===== src/rtl/mem_arb_pkg.sv =====
// Shared types and constants for the I/D-cache memory port arbiter.
package mem_arb_pkg;
  localparam int ADDR_W_DEF = 28;
  localparam int DATA_W_DEF = 128;

  typedef enum logic [1:0] {
    IDLE  = 2'd0,
    GNT_I = 2'd1,
    GNT_D = 2'd2
  } arb_state_e;

  localparam logic MST_I = 1'b0;
  localparam logic MST_D = 1'b1;

  function automatic arb_state_e gnt_state(input logic mst);
    return (mst == MST_D) ? GNT_D : GNT_I;
  endfunction
endpackage


===== src/rtl/mem_arbiter_if.sv =====
// Bundle of both cache-side memory interfaces plus the shared memory port.
interface mem_arbiter_if
  import mem_arb_pkg::*;
#(
  parameter int ADDR_W = ADDR_W_DEF,
  parameter int DATA_W = DATA_W_DEF
);
  logic              i_mem_read;
  logic              i_mem_write;
  logic [ADDR_W-1:0] i_mem_addr;
  logic [DATA_W-1:0] i_mem_wdata;
  logic [DATA_W-1:0] i_mem_rdata;
  logic              i_mem_ready;

  logic              d_mem_read;
  logic              d_mem_write;
  logic [ADDR_W-1:0] d_mem_addr;
  logic [DATA_W-1:0] d_mem_wdata;
  logic [DATA_W-1:0] d_mem_rdata;
  logic              d_mem_ready;

  logic              mem_read;
  logic              mem_write;
  logic [ADDR_W-1:0] mem_addr;
  logic [DATA_W-1:0] mem_wdata;
  logic [DATA_W-1:0] mem_rdata;
  logic              mem_ready;

  // Arbiter side
  modport slave (
    input  i_mem_read, i_mem_write, i_mem_addr, i_mem_wdata,
    output i_mem_rdata, i_mem_ready,
    input  d_mem_read, d_mem_write, d_mem_addr, d_mem_wdata,
    output d_mem_rdata, d_mem_ready,
    output mem_read, mem_write, mem_addr, mem_wdata,
    input  mem_rdata, mem_ready
  );

  // Caches and memory model side
  modport master (
    output i_mem_read, i_mem_write, i_mem_addr, i_mem_wdata,
    input  i_mem_rdata, i_mem_ready,
    output d_mem_read, d_mem_write, d_mem_addr, d_mem_wdata,
    input  d_mem_rdata, d_mem_ready,
    input  mem_read, mem_write, mem_addr, mem_wdata,
    output mem_rdata, mem_ready
  );
endinterface


===== src/rtl/mem_arbiter.sv =====
// Two-master block memory arbiter, grant locked per transaction until mem_ready.
// Tie policy is round-robin; define MEM_ARB_DPRIO_EN for fixed D-cache priority.
module mem_arbiter
  import mem_arb_pkg::*;
#(
  parameter int ADDR_W = ADDR_W_DEF,
  parameter int DATA_W = DATA_W_DEF
) (
  input  logic          clk,
  input  logic          proc_reset,
  mem_arbiter_if.slave  bus
);

  arb_state_e        state_q, state_d;
  logic              req_i, req_d, pick;
  logic              rd_o, wr_o, i_rdy, d_rdy;
  logic [ADDR_W-1:0] addr_o;
  logic [DATA_W-1:0] wdata_o;

  assign req_i = bus.i_mem_read | bus.i_mem_write;
  assign req_d = bus.d_mem_read | bus.d_mem_write;

`ifdef MEM_ARB_DPRIO_EN
  always_comb begin
    pick = MST_I;
    if (req_d) pick = MST_D;
  end
`else
  logic last_gnt_q, last_gnt_d;

  always_comb begin
    pick = MST_I;
    if (req_i && req_d) pick = ~last_gnt_q;
    else if (req_d)     pick = MST_D;
  end

  assign last_gnt_d = (state_q == IDLE && (req_i || req_d)) ? pick : last_gnt_q;

  // Reset to D so the first tie goes to the I-cache
  always_ff @(posedge clk) begin
    if (proc_reset) last_gnt_q <= MST_D;
    else            last_gnt_q <= last_gnt_d;
  end
`endif

  always_ff @(posedge clk) begin
    if (proc_reset) state_q <= IDLE;
    else            state_q <= state_d;
  end

  always_comb begin
    state_d = state_q;
    rd_o    = 1'b0;
    wr_o    = 1'b0;
    addr_o  = '0;
    wdata_o = '0;
    i_rdy   = 1'b0;
    d_rdy   = 1'b0;
    case (state_q)
      IDLE: begin
        if (req_i || req_d) state_d = gnt_state(pick);
      end
      GNT_I: begin
        rd_o    = bus.i_mem_read;
        wr_o    = bus.i_mem_write;
        addr_o  = bus.i_mem_addr;
        wdata_o = bus.i_mem_wdata;
        i_rdy   = bus.mem_ready;
        // Dropped request without ready only happens after a cache-side reset
        if (bus.mem_ready || !req_i) state_d = IDLE;
      end
      GNT_D: begin
        rd_o    = bus.d_mem_read;
        wr_o    = bus.d_mem_write;
        addr_o  = bus.d_mem_addr;
        wdata_o = bus.d_mem_wdata;
        d_rdy   = bus.mem_ready;
        if (bus.mem_ready || !req_d) state_d = IDLE;
      end
      default: state_d = IDLE;
    endcase
  end

  assign bus.mem_read    = rd_o;
  assign bus.mem_write   = wr_o;
  assign bus.mem_addr    = addr_o;
  assign bus.mem_wdata   = wdata_o;
  assign bus.i_mem_ready = i_rdy;
  assign bus.d_mem_ready = d_rdy;
  assign bus.i_mem_rdata = bus.mem_rdata;
  assign bus.d_mem_rdata = bus.mem_rdata;

endmodule


===== src/flat_wrapper.sv =====
// flat-port wrapper written by rule: the top's interface ports become plain ports
module mem_arbiter_flat import mem_arb_pkg::*;
#(
  parameter int ADDR_W = ADDR_W_DEF,
  parameter int DATA_W = DATA_W_DEF
)
  (clk, proc_reset, bus_i_mem_read, bus_i_mem_write, bus_i_mem_addr, bus_i_mem_wdata, bus_i_mem_rdata, bus_i_mem_ready, bus_d_mem_read, bus_d_mem_write, bus_d_mem_addr, bus_d_mem_wdata, bus_d_mem_rdata, bus_d_mem_ready, bus_mem_read, bus_mem_write, bus_mem_addr, bus_mem_wdata, bus_mem_rdata, bus_mem_ready);
  mem_arbiter_if #(.ADDR_W(ADDR_W), .DATA_W(DATA_W)) bus_i ();
  input  logic clk;
  input  logic proc_reset;
  input wire logic [$bits(bus_i.i_mem_read)-1:0] bus_i_mem_read;
  input wire logic [$bits(bus_i.i_mem_write)-1:0] bus_i_mem_write;
  input wire logic [$bits(bus_i.i_mem_addr)-1:0] bus_i_mem_addr;
  input wire logic [$bits(bus_i.i_mem_wdata)-1:0] bus_i_mem_wdata;
  output wire logic [$bits(bus_i.i_mem_rdata)-1:0] bus_i_mem_rdata;
  output wire logic [$bits(bus_i.i_mem_ready)-1:0] bus_i_mem_ready;
  input wire logic [$bits(bus_i.d_mem_read)-1:0] bus_d_mem_read;
  input wire logic [$bits(bus_i.d_mem_write)-1:0] bus_d_mem_write;
  input wire logic [$bits(bus_i.d_mem_addr)-1:0] bus_d_mem_addr;
  input wire logic [$bits(bus_i.d_mem_wdata)-1:0] bus_d_mem_wdata;
  output wire logic [$bits(bus_i.d_mem_rdata)-1:0] bus_d_mem_rdata;
  output wire logic [$bits(bus_i.d_mem_ready)-1:0] bus_d_mem_ready;
  output wire logic [$bits(bus_i.mem_read)-1:0] bus_mem_read;
  output wire logic [$bits(bus_i.mem_write)-1:0] bus_mem_write;
  output wire logic [$bits(bus_i.mem_addr)-1:0] bus_mem_addr;
  output wire logic [$bits(bus_i.mem_wdata)-1:0] bus_mem_wdata;
  input wire logic [$bits(bus_i.mem_rdata)-1:0] bus_mem_rdata;
  input wire logic [$bits(bus_i.mem_ready)-1:0] bus_mem_ready;
  assign bus_i.i_mem_read = bus_i_mem_read;
  assign bus_i.i_mem_write = bus_i_mem_write;
  assign bus_i.i_mem_addr = bus_i_mem_addr;
  assign bus_i.i_mem_wdata = bus_i_mem_wdata;
  assign bus_i_mem_rdata = bus_i.i_mem_rdata;
  assign bus_i_mem_ready = bus_i.i_mem_ready;
  assign bus_i.d_mem_read = bus_d_mem_read;
  assign bus_i.d_mem_write = bus_d_mem_write;
  assign bus_i.d_mem_addr = bus_d_mem_addr;
  assign bus_i.d_mem_wdata = bus_d_mem_wdata;
  assign bus_d_mem_rdata = bus_i.d_mem_rdata;
  assign bus_d_mem_ready = bus_i.d_mem_ready;
  assign bus_mem_read = bus_i.mem_read;
  assign bus_mem_write = bus_i.mem_write;
  assign bus_mem_addr = bus_i.mem_addr;
  assign bus_mem_wdata = bus_i.mem_wdata;
  assign bus_i.mem_rdata = bus_mem_rdata;
  assign bus_i.mem_ready = bus_mem_ready;
  mem_arbiter #(.ADDR_W(ADDR_W), .DATA_W(DATA_W)) u_core (.clk(clk), .proc_reset(proc_reset), .bus(bus_i));
endmodule

===== config.mk =====
export PLATFORM = sky130hd
export DESIGN_NAME = mem_arbiter_flat
export DESIGN_NICKNAME = d
export VERILOG_FILES = /design/src/rtl/mem_arb_pkg.sv /design/src/rtl/mem_arbiter_if.sv /design/src/rtl/mem_arbiter.sv /design/src/flat_wrapper.sv
export SDC_FILE = /design/constraint.sdc
export NUM_CORES = 1
export LEC_CHECK = 0
export CAP_MARGIN = 30
export CORE_AREA = 8 8 334 336
export DETAILED_ROUTE_END_ITERATION = 10
export DIE_AREA = 0 0 342 344
export HOLD_SLACK_MARGIN = 0.12
export PLACE_DENSITY = 0.38
export SLEW_MARGIN = 30
export SYNTH_ARGS = -nofsm -noshare
export SYNTH_HDL_FRONTEND = slang
export SYNTH_SLANG_ARGS = --single-unit

===== constraint.sdc =====
create_clock -name clk -period 1.6 [get_ports clk]
set_clock_uncertainty 0.1 [all_clocks]
set_input_delay 0.32 -clock clk [delete_from_list [all_inputs] [get_ports clk]]
set_output_delay 0.32 -clock clk [all_outputs]
set_load 0.05 [all_outputs]

Word-level counts from Yosys, hierarchy flattened
Index checks and enable logic that the tools add are counted.
Cells by class
  eq/ne operators: 5
  mux-type cells: 13
  bitwise gates (word level): 3
  reduce and logical (&&, ||, !) cells: 9
Operators with widths (number)
  $pmux W128 S2: 1
  $pmux W28 S2: 1
  $mux W2: 4
  $pmux W2 S3: 1
  $mux W1: 4
  $ne A2 B1 Y1 const B: 2
  $pmux W1 S2: 2
  $logic_or A1 B1 Y1: 3
  $reduce_and A3 Y1: 1
  $eq A2 B1 Y1 const B: 1
  $eq A2 B2 Y1 const B: 1
  $logic_and A1 B1 Y1: 2
  $logic_not A1 Y1: 2
  $logic_not A2 Y1: 1
  $ne A2 B2 Y1 const B: 1
  $or A1 B1 Y1: 2
  $not A1 Y1: 1
Word-level totals
  flip-flop bits (word level): 3
  input port bits: 447
  word-level logic and storage cells: 32

Longest topological paths before layout
  depth after elaboration: 6
  gate-level depth with buffers: 7
  mapped depth without buffers: 5

Least setup slack after synthesis
No wires, ideal clock.
  path kind: register -> output
  start point: register u_core.state_q[1]
  end point: output port bus_mem_addr[22]
  arrival: 1950 ps
  data required time: 1180 ps
  path slack: -770 ps
  stages on the path, launching flop included: 6
  cells stage by stage: dfxtp_1 inv_1 ha_1 clkbuf_1 clkbuf_1 nor2b_1
On the way
  longest elaborated chain between the ends: 2
RTL lines
  start, declared: RTL line mem_arbiter.sv:14  | arb_state_e state_q, state_d;
  start signal, assigned: RTL line mem_arbiter.sv:48  | else state_q <= state_d;
  $eq A2 B2 Y1 or $eq A2 B1 Y1 (tied branches): RTL line mem_arbiter.sv:59  | case (state_q)
  $pmux W28 S2 (*): RTL line mem_arbiter.sv:59
  end, declared: RTL line flat_wrapper.sv:25  | output wire logic [$bits(bus_i.mem_addr)-1:0] bus_mem_addr;
Mark *: on every way between the ends. The rest lies on a longest branch, timed or not.

Final worst setup path
  start point: register u_core.state_q[0]
  end point: output port bus_mem_wdata[74]
On the way
  longest elaborated chain between the ends: 2
RTL lines
  $eq A2 B2 Y1 or $eq A2 B1 Y1 (tied branches): RTL line mem_arbiter.sv:59
  $pmux W128 S2 (*): RTL line mem_arbiter.sv:59
  end, declared: RTL line flat_wrapper.sv:26  | output wire logic [$bits(bus_i.mem_wdata)-1:0] bus_mem_wdata;
Marks and branches as above.

==> Flow_metrics.wiki <==
{| class="wikitable"
! Metric !! Value
|-
| Commonest cells in the synthesized netlist || 256 x sky130_fd_sc_hd__buf_4, 158 x sky130_fd_sc_hd__a22oi_1, 158 x sky130_fd_sc_hd__nor2b_1
|-
| Max-slew violation count || 0
|-
| Mean instance size in the synthesized netlist || 6.99 µm²
|-
| Fraction of layout cells with a size suffix above 1 || 63.1%
|-
| I/O pin total || 863
|-
| Remaining global-route overflow || 0
|-
| Worst hold slack across all endpoints || 0.422 ns
|-
| Outcome || complete, but fails checks
|-
| Count leader, synth || sky130_fd_sc_hd__buf_4
|-
| Worst-path maximum fanout || 13
|-
| Maximum level of the CTS H-tree || 1
|-
| Die width || 342 µm
|-
| Number of violations of the max-capacitance limit || 0
|-
| Worst-margin pin slew || 0.406 ns
|-
| Capturing point of the worst reg2reg path || u_core.state_q[1]
|-
| Total number of vias || 5989
|-
| CP startpoint || u_core.state_q[0]
|-
| Starting density of the core || 4.29%
|-
| Final clock period utilization by the worst path || 141%
|-
| Cell type with the highest aggregate area in the netlist || sky130_fd_sc_hd__buf_4
|-
| Leading cell types by total area after synthesis || sky130_fd_sc_hd__buf_4 42%, sky130_fd_sc_hd__a22oi_1 26%, sky130_fd_sc_hd__nor2b_1 22%
|-
| Total placed cells including tap cells || 2308
|-
| Syn nets || 1103
|-
| Area Growth Syn to Fin || 221%
|-
| Number of storage elements in the synthesis netlist || 3
|-
| Post-DR wirelength/cell || 24.4 µm
|-
| Nature of the critical path endpoint || output pin
|-
| Hold Crit Class || reg2reg
|-
| Power Internal || 6.40 mW
|-
| Combinational cell fraction of total power || 95.6%
|-
| Critical path class || reg2out
|-
| Reg2reg setup slack || -0.39 ns
|-
| Largest net degree at the start of global routing || 33
|-
| Number of antenna violations at the first check in global routing || 10
|-
| Area of the core || 106000 µm²
|-
| RSZ-0062 raised after global routing || yes
|-
| Die outline area || 118000 µm²
|-
| Cts-stage hold buffer count || 0
|-
| Cell area after technology mapping || 4560 µm²
|-
| Yosys top cell area share || 42.1%
|-
| Required time worst endpoint || 1.18 ns
|-
| Non-Filler Cell Area, Final || 14600 µm²
|-
| Most used cell, CP || sky130_fd_sc_hd__buf_12
|-
| Iteration count of the initial detailed-routing pass || 4
|-
| Final total power || 11.7 mW
|-
| Net switching fraction of the power || 45.4%
|-
| Standard-cell rows || 120
|-
| Sequential Power Share || 1.0%
|-
| Violations in the final reports || negative setup slack
|-
| Non-filler cells in the finished layout || 2350
|-
| TritonCTS sink count || 3
|-
| Arr. time, crit path || 1.84 ns
|-
| Number of global-route vias before repair || 6826
|-
| Async set or reset register ratio after synthesis || 0%
|-
| Least setup slack across all paths after layout || -0.664 ns
|-
| Nature of the critical path startpoint || flop
|-
| Clk slew on worst S/H paths || 0.03 ns
|-
| Proportion of synthesized chip area in sequential cells || 1.32%
|-
| CTS tree || built
|-
| Final-layout setup total negative slack || -86.97 ns
|-
| Post-synth cell types || 19
|-
| Die extent in y || 344 µm
|-
| Cells along the critical path || inv_6 > ha_4 > buf_12 > buf_12 > a22oi_2 > nor2b_4 > buf_12
|-
| Power spent charging and discharging nets || 5.33 mW
|-
| Hold Crit Start || u_core.last_gnt_q
|-
| Wire length of the first global-routing pass || 69300 µm
|-
| Via-to-Cell Ratio || 2.55
|-
| Reg-to-Reg Start || u_core.state_q[1]
|-
| Filler cell count in the final layout || 11.9k
|-
| Final period demand of the worst path || 2.26 ns
|-
| DRC viols || 0
|-
| Detailed Place HPWL || 45300 µm
|-
| Instance count along the most critical hold path || 1
|-
| Top flip-flop cell by instance count after synthesis || sky130_fd_sc_hd__dfxtp_1
|-
| Final Wtd Congestion || 0.792
|-
| Total placed instance area || 13100 µm²
|-
| Cells on worst reg2reg path || 7
|-
| Number of enable flip-flop cells after synthesis || 0
|-
| Post-layout nets || 1397
|-
| Normalized max-slew margin || 72.9%
|-
| Final setup violating endpoints || 162
|-
| Count of mapped cells out of synthesis || 652
|-
| Leakage power summed over all cells || 4.52 nW
|-
| Final-report hold violation count || 0
|-
| Clock buffer count from CTS || 3
|-
| Syn. warnings || 0
|-
| Total routing resource utilization after global routing || 8.68%
|-
| Iter 0 DRT Violations || 146
|-
| VDD IR max || 0.379 mV
|-
| DRT antenna net count || 0
|-
| Areal power density over the cells || 803 nW/µm²
|-
| Longest individual stage delay on the worst path || 0.38 ns
|-
| Min-Delay Endpoint || u_core.last_gnt_q
|-
| Skew-Pair Late Insertion Delay || 0.22 ns
|-
| Maximum clock insertion buffer count || 2
|-
| Library cell contributing the largest single delay on the critical path || sky130_fd_sc_hd__dfxtp_4
|-
| Cell at the root of the clock tree || sky130_fd_sc_hd__clkbuf_16
|-
| Max Fclk || 0.442 GHz
|-
| DRT Wirelength || 57400 µm
|-
| Number of port buffers || 478
|-
| Clock power share || 3.4%
|}
## cells by family after synthesis
group	after synthesis	synth area share, %
AO/OA/AOI/OAI	163	26.8
flip-flops	3	1.32
buffers and inverters	312	47.5
AND/OR/NAND/NOR	170	23.2
adder cells (fa/ha/maj)	4	1.10
## what timing repair did
| action | in CTS | in global routing |
|---|---|---|
| setup buffers | 15 | 13 |
| gates resized for setup | 79 | 60 |
| gates cloned | 17 | 16 |
| pin swaps | 33 | 18 |
| setup endpoints to repair | 162 | 162 |
## registers in the layout, indices dropped and copies added (netlist names)
signal,count
u_core.state_q,2
u_core.last_gnt_q,1
## routing by layer
metal | wire [µm] | up-vias | track usage (%)
li1 | - | 2586 | -
met1 | 22600 | 2783 | 9.98
met2 | 27000 | 506 | 14.6
met3 | 6050 | 100 | 3.92
met4 | 1600 | 14 | 2.33
met5 | 79 | - | 0
## stage by stage
stage	worst slack [ns]	util [%]
2_1_floorplan	-0.331	-
3_3_place_gp	-0.605	12.3
3_5_place_dp	-0.637	12.3
4_1_cts	-0.665	13.3
5_1_grt	-0.682	13.8
6_report	-0.664	13.8
## how the worst max path moves through the flow
| stage | to | slack [ns] |
|---|---|---|
| final | bus_mem_wdata[74] | -0.66 |
| after floorplan | bus_mem_addr[22] | -0.33 |
| after detailed placement | bus_mem_wdata[74] | -0.64 |
| after CTS | bus_mem_wdata[74] | -0.66 |
| after global placement | bus_mem_wdata[67] | -0.60 |
| after global routing | bus_mem_wdata[14] | -0.68 |
## worst max-delay path, delay by kind of cell, from the launching register on
| kind | cells | cell delay, ns |
|---|---|---|
| buffers and inverters | 4 | 0.54 |
| flip-flops | 1 | 0.38 |
| AO/OA/AOI/OAI | 1 | 0.36 |
| adder cells (fa/ha/maj) | 1 | 0.21 |
| AND/OR/NAND/NOR | 1 | 0.08 |
## area by class of cell
| type | instances | area (µm²) | share of cell area [%] |
|---|---|---|---|
| inverters | 3 | 18.8 | 0.128 |
| multi-input cells | 337 | 4300 | 29.4 |
| clock buffers | 4 | 78.8 | 0.539 |
| diodes | 2 | 5.00 | 0.0342 |
| flip-flops and latches | 3 | 67.6 | 0.462 |
| repair buffers | 598 | 8410 | 57.5 |
| well taps | 1403 | 1760 | 12.0 |
## placed cells by master (no fill, tap or decap), drive strengths merged, types with 2 or more instances in the layout
cell	instances
or3b	2
nor2b	158
clkdlybuf4s50	318
ha	4
inv	3
a22oi	158
dfxtp	3
nor2	4
buf	267
diode	2
a22o	2
clkbuf	17
and2	2
## power groups by stage
stage                     clock network (mW)  registers [mW]  logic (mW)
after floorplan                            0           0.105        6.72
after global placement                     0           0.113        9.11
after detailed placement                   0           0.114        9.12
after CTS                              0.403           0.117        10.8
after global routing                   0.416           0.121        11.7
final                                  0.396           0.119        11.2
Note: power is estimated with default switching activity, not from simulation.
